===== src/rtl/multicycle_controller_pkg.sv =====
// Shared definitions for the multicycle RV32I controller.
// Holds the opcode constants, immediate-extender codes (I/S/B/J/U), ALU
// operation codes, datapath select encodings, the main FSM state type and
// the branch-condition helper used by the BRANCH state.
package multicycle_controller_pkg;

    // Supported opcodes (instr[6:0])
    localparam logic [6:0] OP_LOAD   = 7'b0000011;
    localparam logic [6:0] OP_STORE  = 7'b0100011;
    localparam logic [6:0] OP_RTYPE  = 7'b0110011;
    localparam logic [6:0] OP_IMM    = 7'b0010011;
    localparam logic [6:0] OP_JAL    = 7'b1101111;
    localparam logic [6:0] OP_BRANCH = 7'b1100011;
    localparam logic [6:0] OP_LUI    = 7'b0110111;

    // Immediate extender format codes
    localparam logic [2:0] IMM_I = 3'b000;
    localparam logic [2:0] IMM_S = 3'b001;
    localparam logic [2:0] IMM_B = 3'b010;
    localparam logic [2:0] IMM_J = 3'b011;
    localparam logic [2:0] IMM_U = 3'b100;

    // ALU operation codes
    localparam logic [2:0] ALU_ADD = 3'b000;
    localparam logic [2:0] ALU_SUB = 3'b001;
    localparam logic [2:0] ALU_AND = 3'b010;
    localparam logic [2:0] ALU_OR  = 3'b011;
    localparam logic [2:0] ALU_XOR = 3'b100;
    localparam logic [2:0] ALU_SLT = 3'b101;

    // Result mux select
    localparam logic [1:0] RES_ALUOUT = 2'b00;
    localparam logic [1:0] RES_MEM    = 2'b01;
    localparam logic [1:0] RES_ALU    = 2'b10;

    // ALU operand A select
    localparam logic [1:0] SRCA_PC    = 2'b00;
    localparam logic [1:0] SRCA_OLDPC = 2'b01;
    localparam logic [1:0] SRCA_RS1   = 2'b10;
    localparam logic [1:0] SRCA_ZERO  = 2'b11;

    // ALU operand B select
    localparam logic [1:0] SRCB_RS2   = 2'b00;
    localparam logic [1:0] SRCB_IMM   = 2'b01;
    localparam logic [1:0] SRCB_FOUR  = 2'b10;

    // Branch funct3 values
    localparam logic [2:0] F3_BEQ = 3'b000;
    localparam logic [2:0] F3_BNE = 3'b001;
    localparam logic [2:0] F3_BLT = 3'b100;
    localparam logic [2:0] F3_BGE = 3'b101;

    // Main FSM states; the spare 4-bit codes are unreachable
    typedef enum logic [3:0] {
        S_FETCH    = 4'd0,
        S_DECODE   = 4'd1,
        S_MEMADR   = 4'd2,
        S_MEMREAD  = 4'd3,
        S_MEMWB    = 4'd4,
        S_MEMWRITE = 4'd5,
        S_EXEC_R   = 4'd6,
        S_EXEC_I   = 4'd7,
        S_LUI      = 4'd8,
        S_JAL      = 4'd9,
        S_ALUWB    = 4'd10,
        S_BRANCH   = 4'd11
    } state_t;

    // Branch condition from the SUB result flags; unknown funct3 is never taken
    function automatic logic branch_taken(input logic [2:0] f3,
                                          input logic       z,
                                          input logic       n);
        logic taken;
        case (f3)
            F3_BEQ:  taken = z;
            F3_BNE:  taken = ~z;
            F3_BLT:  taken = n;
            F3_BGE:  taken = ~n;
            default: taken = 1'b0;
        endcase
        return taken;
    endfunction

endpackage


===== src/rtl/multicycle_controller_alu_decoder.sv =====
// ALU operation decoder for the multicycle controller.
// Ports:
//   opcode      in  7  instruction opcode (selects SUB only for R-type)
//   funct3      in  3  instruction funct3
//   funct7b5    in  1  instr[30], SUB qualifier for R-type
//   alu_control out 3  ALU operation code
//   illegal     out 1  funct3 has no supported ALU operation
module alu_decoder
    import multicycle_controller_pkg::*;
(
    input  logic [6:0] opcode,
    input  logic [2:0] funct3,
    input  logic       funct7b5,
    output logic [2:0] alu_control,
    output logic       illegal
);

    // funct3 -> ALU op; funct7b5 only means SUB for register-register ops
    always_comb begin
        alu_control = ALU_ADD;
        illegal     = 1'b0;
        case (funct3)
            3'b000: begin
                if ((opcode == OP_RTYPE) && funct7b5) begin
                    alu_control = ALU_SUB;
                end else begin
                    alu_control = ALU_ADD;
                end
            end
            3'b111:  alu_control = ALU_AND;
            3'b110:  alu_control = ALU_OR;
            3'b100:  alu_control = ALU_XOR;
            3'b010:  alu_control = ALU_SLT;
            default: begin
                alu_control = ALU_ADD;
                illegal     = 1'b1;
            end
        endcase
    end

endmodule


===== src/rtl/multicycle_controller.sv =====
// Main FSM of the multicycle RV32I core.
// Sequences the shared ALU/memory datapath over 3-5 cycles per instruction
// and owns every PC/IR/regfile/memory write enable.
// Ports:
//   clk, rst          clock, asynchronous active-high reset
//   opcode/funct3/funct7b5   latched instruction fields from IR
//   zero, neg         ALU result flags of the current cycle
//   memReady          memory completes its access this cycle
//   pcWrite, memWrite, irWrite, regWrite   write enables
//   adrSrc, resultSrc, aluSrcA, aluSrcB    datapath mux selects
//   immSrc, aluControl                     extender format, ALU op
//   instrDone, illegalInstr                single-cycle status pulses
// Outputs are combinational from the state and current inputs.
module multicycle_controller
    import multicycle_controller_pkg::*;
(
    input  logic       clk,
    input  logic       rst,
    input  logic [6:0] opcode,
    input  logic [2:0] funct3,
    input  logic       funct7b5,
    input  logic       zero,
    input  logic       neg,
    input  logic       memReady,
    output logic       pcWrite,
    output logic       adrSrc,
    output logic       memWrite,
    output logic       irWrite,
    output logic       regWrite,
    output logic [1:0] resultSrc,
    output logic [1:0] aluSrcA,
    output logic [1:0] aluSrcB,
    output logic [2:0] immSrc,
    output logic [2:0] aluControl,
    output logic       instrDone,
    output logic       illegalInstr
);

    state_t     state_r;
    state_t     next_state_s;
    logic [2:0] alu_dec_s;
    logic       alu_illegal_s;
    logic       pc_write_s;
    logic       mem_write_s;
    logic       ir_write_s;
    logic       reg_write_s;
    logic       instr_done_s;
    logic       illegal_instr_s;

    alu_decoder u_alu_decoder (
        .opcode      (opcode),
        .funct3      (funct3),
        .funct7b5    (funct7b5),
        .alu_control (alu_dec_s),
        .illegal     (alu_illegal_s)
    );

    // State register
    always_ff @(posedge clk or posedge rst) begin
        if (rst) begin
            state_r <= S_FETCH;
        end else begin
            state_r <= next_state_s;
        end
    end

    // Next-state and datapath control decode
    always_comb begin
        next_state_s    = S_FETCH;
        pc_write_s      = 1'b0;
        mem_write_s     = 1'b0;
        ir_write_s      = 1'b0;
        reg_write_s     = 1'b0;
        instr_done_s    = 1'b0;
        illegal_instr_s = 1'b0;
        adrSrc          = 1'b0;
        resultSrc       = RES_ALUOUT;
        aluSrcA         = SRCA_PC;
        aluSrcB         = SRCB_RS2;
        immSrc          = IMM_I;
        aluControl      = ALU_ADD;

        case (state_r)
            S_FETCH: begin
                // PC + 4 goes straight through as the result
                aluSrcB   = SRCB_FOUR;
                resultSrc = RES_ALU;
                if (memReady) begin
                    ir_write_s   = 1'b1;
                    pc_write_s   = 1'b1;
                    next_state_s = S_DECODE;
                end else begin
                    next_state_s = S_FETCH;
                end
            end
            S_DECODE: begin
                // oldPC + imm lands in ALUOut as the branch/jump target
                aluSrcA = SRCA_OLDPC;
                aluSrcB = SRCB_IMM;
                immSrc  = (opcode == OP_JAL) ? IMM_J : IMM_B;
                case (opcode)
                    OP_LOAD, OP_STORE: next_state_s = S_MEMADR;
                    OP_RTYPE, OP_IMM: begin
                        if (alu_illegal_s) begin
                            illegal_instr_s = 1'b1;
                            instr_done_s    = 1'b1;
                            next_state_s    = S_FETCH;
                        end else begin
                            next_state_s = (opcode == OP_RTYPE) ? S_EXEC_R : S_EXEC_I;
                        end
                    end
                    OP_JAL:    next_state_s = S_JAL;
                    OP_BRANCH: next_state_s = S_BRANCH;
                    OP_LUI:    next_state_s = S_LUI;
                    default: begin
                        illegal_instr_s = 1'b1;
                        instr_done_s    = 1'b1;
                        next_state_s    = S_FETCH;
                    end
                endcase
            end
            S_MEMADR: begin
                aluSrcA = SRCA_RS1;
                aluSrcB = SRCB_IMM;
                if (opcode == OP_STORE) begin
                    immSrc       = IMM_S;
                    next_state_s = S_MEMWRITE;
                end else begin
                    immSrc       = IMM_I;
                    next_state_s = S_MEMREAD;
                end
            end
            S_MEMREAD: begin
                adrSrc       = 1'b1;
                next_state_s = memReady ? S_MEMWB : S_MEMREAD;
            end
            S_MEMWB: begin
                resultSrc    = RES_MEM;
                reg_write_s  = 1'b1;
                instr_done_s = 1'b1;
                next_state_s = S_FETCH;
            end
            S_MEMWRITE: begin
                // Strobe stays up through the cycle memory accepts the write
                adrSrc      = 1'b1;
                mem_write_s = 1'b1;
                if (memReady) begin
                    instr_done_s = 1'b1;
                    next_state_s = S_FETCH;
                end else begin
                    next_state_s = S_MEMWRITE;
                end
            end
            S_EXEC_R: begin
                aluSrcA      = SRCA_RS1;
                aluSrcB      = SRCB_RS2;
                aluControl   = alu_dec_s;
                next_state_s = S_ALUWB;
            end
            S_EXEC_I: begin
                aluSrcA      = SRCA_RS1;
                aluSrcB      = SRCB_IMM;
                immSrc       = IMM_I;
                aluControl   = alu_dec_s;
                next_state_s = S_ALUWB;
            end
            S_LUI: begin
                aluSrcA      = SRCA_ZERO;
                aluSrcB      = SRCB_IMM;
                immSrc       = IMM_U;
                next_state_s = S_ALUWB;
            end
            S_JAL: begin
                // PC takes the target from ALUOut while oldPC + 4 is computed for rd
                aluSrcA      = SRCA_OLDPC;
                aluSrcB      = SRCB_FOUR;
                resultSrc    = RES_ALUOUT;
                pc_write_s   = 1'b1;
                next_state_s = S_ALUWB;
            end
            S_ALUWB: begin
                resultSrc    = RES_ALUOUT;
                reg_write_s  = 1'b1;
                instr_done_s = 1'b1;
                next_state_s = S_FETCH;
            end
            S_BRANCH: begin
                aluSrcA      = SRCA_RS1;
                aluSrcB      = SRCB_RS2;
                aluControl   = ALU_SUB;
                resultSrc    = RES_ALUOUT;
                pc_write_s   = branch_taken(funct3, zero, neg);
                instr_done_s = 1'b1;
                next_state_s = S_FETCH;
            end
            default: begin
                next_state_s = S_FETCH;
            end
        endcase
    end

    // Reset masks every enable and pulse combinationally, independent of state
    assign pcWrite      = pc_write_s      & ~rst;
    assign memWrite     = mem_write_s     & ~rst;
    assign irWrite      = ir_write_s      & ~rst;
    assign regWrite     = reg_write_s     & ~rst;
    assign instrDone    = instr_done_s    & ~rst;
    assign illegalInstr = illegal_instr_s & ~rst;

endmodule


===== config.mk =====
export PLATFORM = sky130hd
export DESIGN_NAME = multicycle_controller
export DESIGN_NICKNAME = d
export VERILOG_FILES = /design/src/rtl/multicycle_controller_pkg.sv /design/src/rtl/multicycle_controller_alu_decoder.sv /design/src/rtl/multicycle_controller.sv
export SDC_FILE = /design/constraint.sdc
export NUM_CORES = 1
export LEC_CHECK = 0
export CAP_MARGIN = 5
export CORE_MARGIN = 2
export CORE_UTILIZATION = 41
export CTS_CLUSTER_DIAMETER = 80
export DETAILED_ROUTE_END_ITERATION = 7
export GPL_TIMING_DRIVEN = 1
export PLACE_DENSITY = 0.79
export SYNTH_ARGS = -nofsm -noshare
export SYNTH_HDL_FRONTEND = slang
export SYNTH_HIERARCHICAL = 1
export SYNTH_SLANG_ARGS = --single-unit
export TNS_END_PERCENT = 30

===== constraint.sdc =====
create_clock -name clk -period 2.2 [get_ports clk]
set_clock_uncertainty 0.1 [all_clocks]
set_input_delay 0.44 -clock clk [delete_from_list [all_inputs] [get_ports clk]]
set_output_delay 0.44 -clock clk [all_outputs]
set_load 0.01 [all_outputs]

# Word level (Yosys, flattened, before mapping)
# Index checks and enable logic that the tools add are counted.
[totals] register_bits=4 latch_bits=0 ram_bits=0 romBits=0 input_bits=16 out_inout_bits=19 n_memories=0
[classes] add_sub_neg=0 n_mul=0 div=0 magnitude_cmp=0 n_eq_ne=24 n_shift=0 muxes=28 n_bitwise=9 n_reduce_logical=16
[op_table] cell="4-bit case mux with 6 select lines" n=1
[op_table] cell="7-bit by 6-bit == test with 1-bit output (second input constant)" n=3
[op_table] cell="4-bit case mux with 5 select lines" n=1
[op_table] cell="4-bit by 3-bit == test with 1-bit output (second input constant)" n=4
[op_table] cell="4-bit == test (second input constant)" n=4
[op_table] cell="3-bit case mux with 5 select lines" n=1
[op_table] cell="7-bit == test (second input constant)" n=2
[op_table] cell="2-bit OR reduction" n=7
[op_table] cell="3-bit == test (second input constant)" n=4
[op_table] cell="1-bit two-way mux" n=12
[op_table] cell="3-bit two-way mux" n=4
[op_table] cell="4-bit OR reduction" n=3
[op_table] cell="5-bit OR reduction" n=2
[op_table] cell="3-bit case mux with 3 select lines" n=1
[op_table] cell="4-bit by 2-bit == test with 1-bit output (second input constant)" n=2
[op_table] cell="2-bit case mux with 2 select lines" n=2
[op_table] cell="7-bit by 2-bit == test with 1-bit output (second input constant)" n=1
[op_table] cell="7-bit by 5-bit == test with 1-bit output (second input constant)" n=1
[op_table] cell="1-bit AND" n=6
[op_table] cell="1-bit case mux with 3 select lines" n=2
[op_table] cell="2-bit case mux with 3 select lines" n=1
[op_table] cell="3-bit case mux with 2 select lines" n=1
[op_table] cell="4-bit by 1-bit == test with 1-bit output (second input constant)" n=1
[op_table] cell="4-bit zero test" n=1
[op_table] cell="8 further kinds" n=10

# Depth between registers and ports, before layout
[depth] word_depth=6 ltp_mapped=6 mapped_depth_nobuf=5

# Cells and area by module
# Netlist, hierarchy kept.
[by_module_without_submodules] module="multicycle_controller" instances=1 cells_each=100 area_per_inst_um2=729.4 seq_area_each_um2=100.1
[by_module_without_submodules] module="alu_decoder" instances=1 cells_each=9 area_per_inst_um2=60.1 seq_area_each_um2=0.0

# Worst setup path before layout
# No wires, ideal clock.
[synth_path] kind="input to output" from="input funct3[2]" to="output pcWrite" arrival_ps=1433 setup_slack_ps=227 path_stages=4 n_path_buf=0 cell_sequence="mux2i_1 > xor2_1 > o32a_1 > a2111oi_2"
[synth_between] elab_chain_cells=4
[synth_lines] item="start: declaration" line="multicycle_controller.sv:20" text="input logic [2:0] funct3,"
[synth_lines] item="3-bit == test, or another cell as far along" line="multicycle_controller_pkg.sv:74" text="case (f3)"
[synth_lines] item="1-bit case mux with 4 select lines (*)" line="multicycle_controller_pkg.sv:74"
[synth_lines] item="1-bit case mux with 3 select lines (*)" line="multicycle_controller.sv:83" text="case (state_r)"
[synth_lines] item="1-bit AND (*)" line="multicycle_controller.sv:203" text="assign pcWrite = pc_write_s & ~rst;"
[synth_lines] item="end: declaration" line="multicycle_controller.sv:25" text="output logic pcWrite,"
# Every way passes the cells marked *; elsewhere a longest branch is shown, timed or not.

# Final worst setup path
[layout_path] from="register state_r[3]" to="output immSrc[0]"
[layout_between] elab_chain_cells=2
[layout_lines] item="start: declaration" line="multicycle_controller.sv:39" text="state_t state_r;"
[layout_lines] item="start signal: assignment" line="multicycle_controller.sv:63" text="state_r <= next_state_s;"
[layout_lines] item="4-bit == test, or another cell as far along" line="multicycle_controller.sv:83"
[layout_lines] item="3-bit case mux with 3 select lines (*)" line="multicycle_controller.sv:83"
[layout_lines] item="end: declaration" line="multicycle_controller.sv:33" text="output logic [2:0] immSrc,"
# Marks and branches as above.

==> reports/metrics.cfg <==
[setup_path]
cp-start-kind = flop
reg2reg_from = state_r[3]
required_ns = 1.66
r2r_slack_ns = 0.41
crit_family = buffers and inverters
crit_buf_inv = 3
worst_path_max_delay_cell = dfrtp_1
crit_end = immSrc[0]
end_kind = output pin
cp_data_arrival_time_ns = 1.84
cp_common_cell = buf_4
critPathMaxFanout = 5
path_depth = 7
path_class = reg2out
cp_slowest_stage_delay_ns = 0.42
r2r-end = state_r[2]
critPathLaunch = state_r[3]
r2r_cells = 7
crit_chain = buf_4 > buf_4 > nor2_2 > nand2_1 > o22a_1 > nor2_1 > clkdlybuf4s15_2

[logic_synthesis]
synth_edf_count = 0
synth_cells = 109
synth-xor-area-share = 0.0555
synth_top_area_frac = 0.127
synth_simple_gate_area_share = 0.431
synth_seq_cells = 4
async_flop_share = 1.00
synth_adder_area_share = 0
syn_nets = 125
synthDistinctLibCells = 45
synth_top_flop_cell = dfrtp_1
synth_area_sq_um = 790
ys_warn_count = 6
ys_seq_area_frac = 0.127
synth_top_family_by_area = simple AND/OR/NAND/NOR gates
avgSynthCellArea_sq_um = 7.24
synth_compound_area_frac = 0.295
yosys-mux-area-fraction = 0.0396
yosys.area.top_type = dfrtp_1
yosys-top-cells-area = dfrtp_1, nor2_1, nand2b_1

[final_layout]
top_regs = state_r (4)
final_area_sq_um = 1570
syn2layout_area_growth_pct = 98.3
diodes = 0
regMostFlops = state_r
final_core_util = 0.887
nNetsFinal = 202
largest_reg_flops = 4
drive_gt1_frac = 0.451

[routing]
wl_per_cell_microns = 17.8
drt-initial-drc-count = 66
num_vias = 1276
route.detailed.drc = 0
avgViaCountPerCell = 6.11
drt_pass1_iterations = 4
wl_microns = 3730
antenna_left = 0

[die]
initial_core_util = 0.448
die_x_microns = 47.9
core.rowCount = 15
core_sq_um = 1760
ioPinCount = 35
design.die.area_sq_um = 2290
die_h_microns = 47.9

[worst_hold_path]
hold_class = in2async

[clock_network]
clk_latency_ns = 0.25
cts_buffer_depth = 2
cts_buffers = 3
cts_tree = done
cts_sinks = 4
clk_pin_slew_ns = 0.05
clockRootBuffer = clkbuf_4
cts.htree.levels = 1
ctsHoldBuffers = 0

[timing]
whs_ns = 0.447
fmax_ghz = 0.421
rsz0062_at_grt = true
worst_slack_ns = -0.176
tightest_slew_ns = 0.404
layout_min_cycle_time_ns = 2.38
finalHoldViolCount = 0
maxSlewViolCount = 0
fin_crit_sh = 1.08
setup_viol = 6
slew_headroom = 0.729

[power_and_ir_drop]
cellLeakagePower_nw = 0.771
cellPowerDensity_nw_per_um2 = 786
vdd_drop_max_uv = 535
p_total_mw = 1.23

[global_routing]
grt_pass1_vias = 1248
grt_pass1_wl_microns = 5600
grt_max_degree = 13
grtUsageTotal = 0.349
antenna_found_initial = 0
grt_overflow_total = 0

[placement]
port_buffers = 34
placed_cell_area_sq_um = 1460
routabilityCongestion = 0.891
dp_hpwl_microns = 2320

[flow_run]
max_cap_violations = 0

[run_status]
violations = negative setup slack
status = complete, but fails checks

[power by group]
part,total (mW),switching (mW),internal (mW)
sequential,0.135,0.0386,0.0960
combinational,0.997,0.474,0.522
clock,0.0993,0.0378,0.0615
total,1.23,0.551,0.680
[routing by layer]
metal  track usage  part of all wire  up-vias  wire length (microns)
met4         0.195             0.049        0                    182
met5             0                 0        -                      0
li1              -                 -      567                      -
met3        0.0604             0.089       29                    333
met2         0.608              0.50       92                   1860
met1         0.399              0.36      588                   1350
[placed cells by master, fill, tap and decap left out, drive strengths merged, types with 5 or more instances in the layout]
master	n
nor2	11
nand2	6
a21oi	5
clkbuf	8
nor2b	5
dlygate4sd2	17
nand2b	6
buf	48
[worst min-delay path by stage]
stage,from,endpoint,depth (start not counted)
after floorplan,rst,state_r[0],1
after global placement,state_r[2],state_r[3],1
after detailed placement,state_r[2],state_r[3],1
after CTS,rst,state_r[3],3
after global routing,rst,state_r[3],3
final,rst,state_r[3],3
[worst reg2reg max path: cells and delay by family (launching register included)]
kind,cells,cell delay [ns]
flops,1,0.42
compound gates,2,0.37
simple gates,2,0.33
buf+inv,3,0.45
[cell type report]
cell class              instances  area, sq um
clock buffers                   3         22.5
well taps                      25         31.3
repair buffers                 78          639
multi-input cells              95          756
flip-flops and latches          4          101
fillers                        93          199
inverters                       4         15.0
[logic make-up after synthesis]
kind of cell    Yosys count
buf+inv                  10
mux                       3
xor+xnor                  5
simple gates             57
compound gates           30
flops                     4
[timing repair]
action | in CTS | in global routing
pin swaps | 5 | 3
endpoints found under the setup margin | 19 | 13
resized for setup | 60 | 23
buffers inserted | 2 | 1
endpoints found under the hold margin | 0 | 0
[metrics by stage]
stage          setup TNS [ns]  worst slack, ns  cells
4_1_cts                -0.515           -0.199    208
3_3_place_gp            -3.80           -0.778    203
2_1_floorplan               0            0.227    109
5_1_grt                -0.873           -0.196    209
6_report               -0.513           -0.176    209
3_5_place_dp            -4.23           -0.803    203
[synthesized netlist by cell type, drive strengths merged (2+ instances only)]
| library cell | count |
|---|---|
| nor2 | 11 |
| nand2 | 6 |
| nand2b | 6 |
| a21oi | 5 |
| nor2b | 5 |
| and3 | 4 |
| dfrtp | 4 |
| inv | 4 |
| nand3 | 4 |
| xnor2 | 4 |
| buf | 3 |
| clkbuf | 3 |
| nand3b | 3 |
| nor3 | 3 |
| nor3b | 3 |
| o22ai | 3 |
| o31ai | 3 |
| o32a | 3 |
| a22oi | 2 |
| and2 | 2 |
| mux2i | 2 |
| o21a | 2 |
| o21ai | 2 |
| o22a | 2 |
| or3b | 2 |
Power figures use the tool's default switching activity.
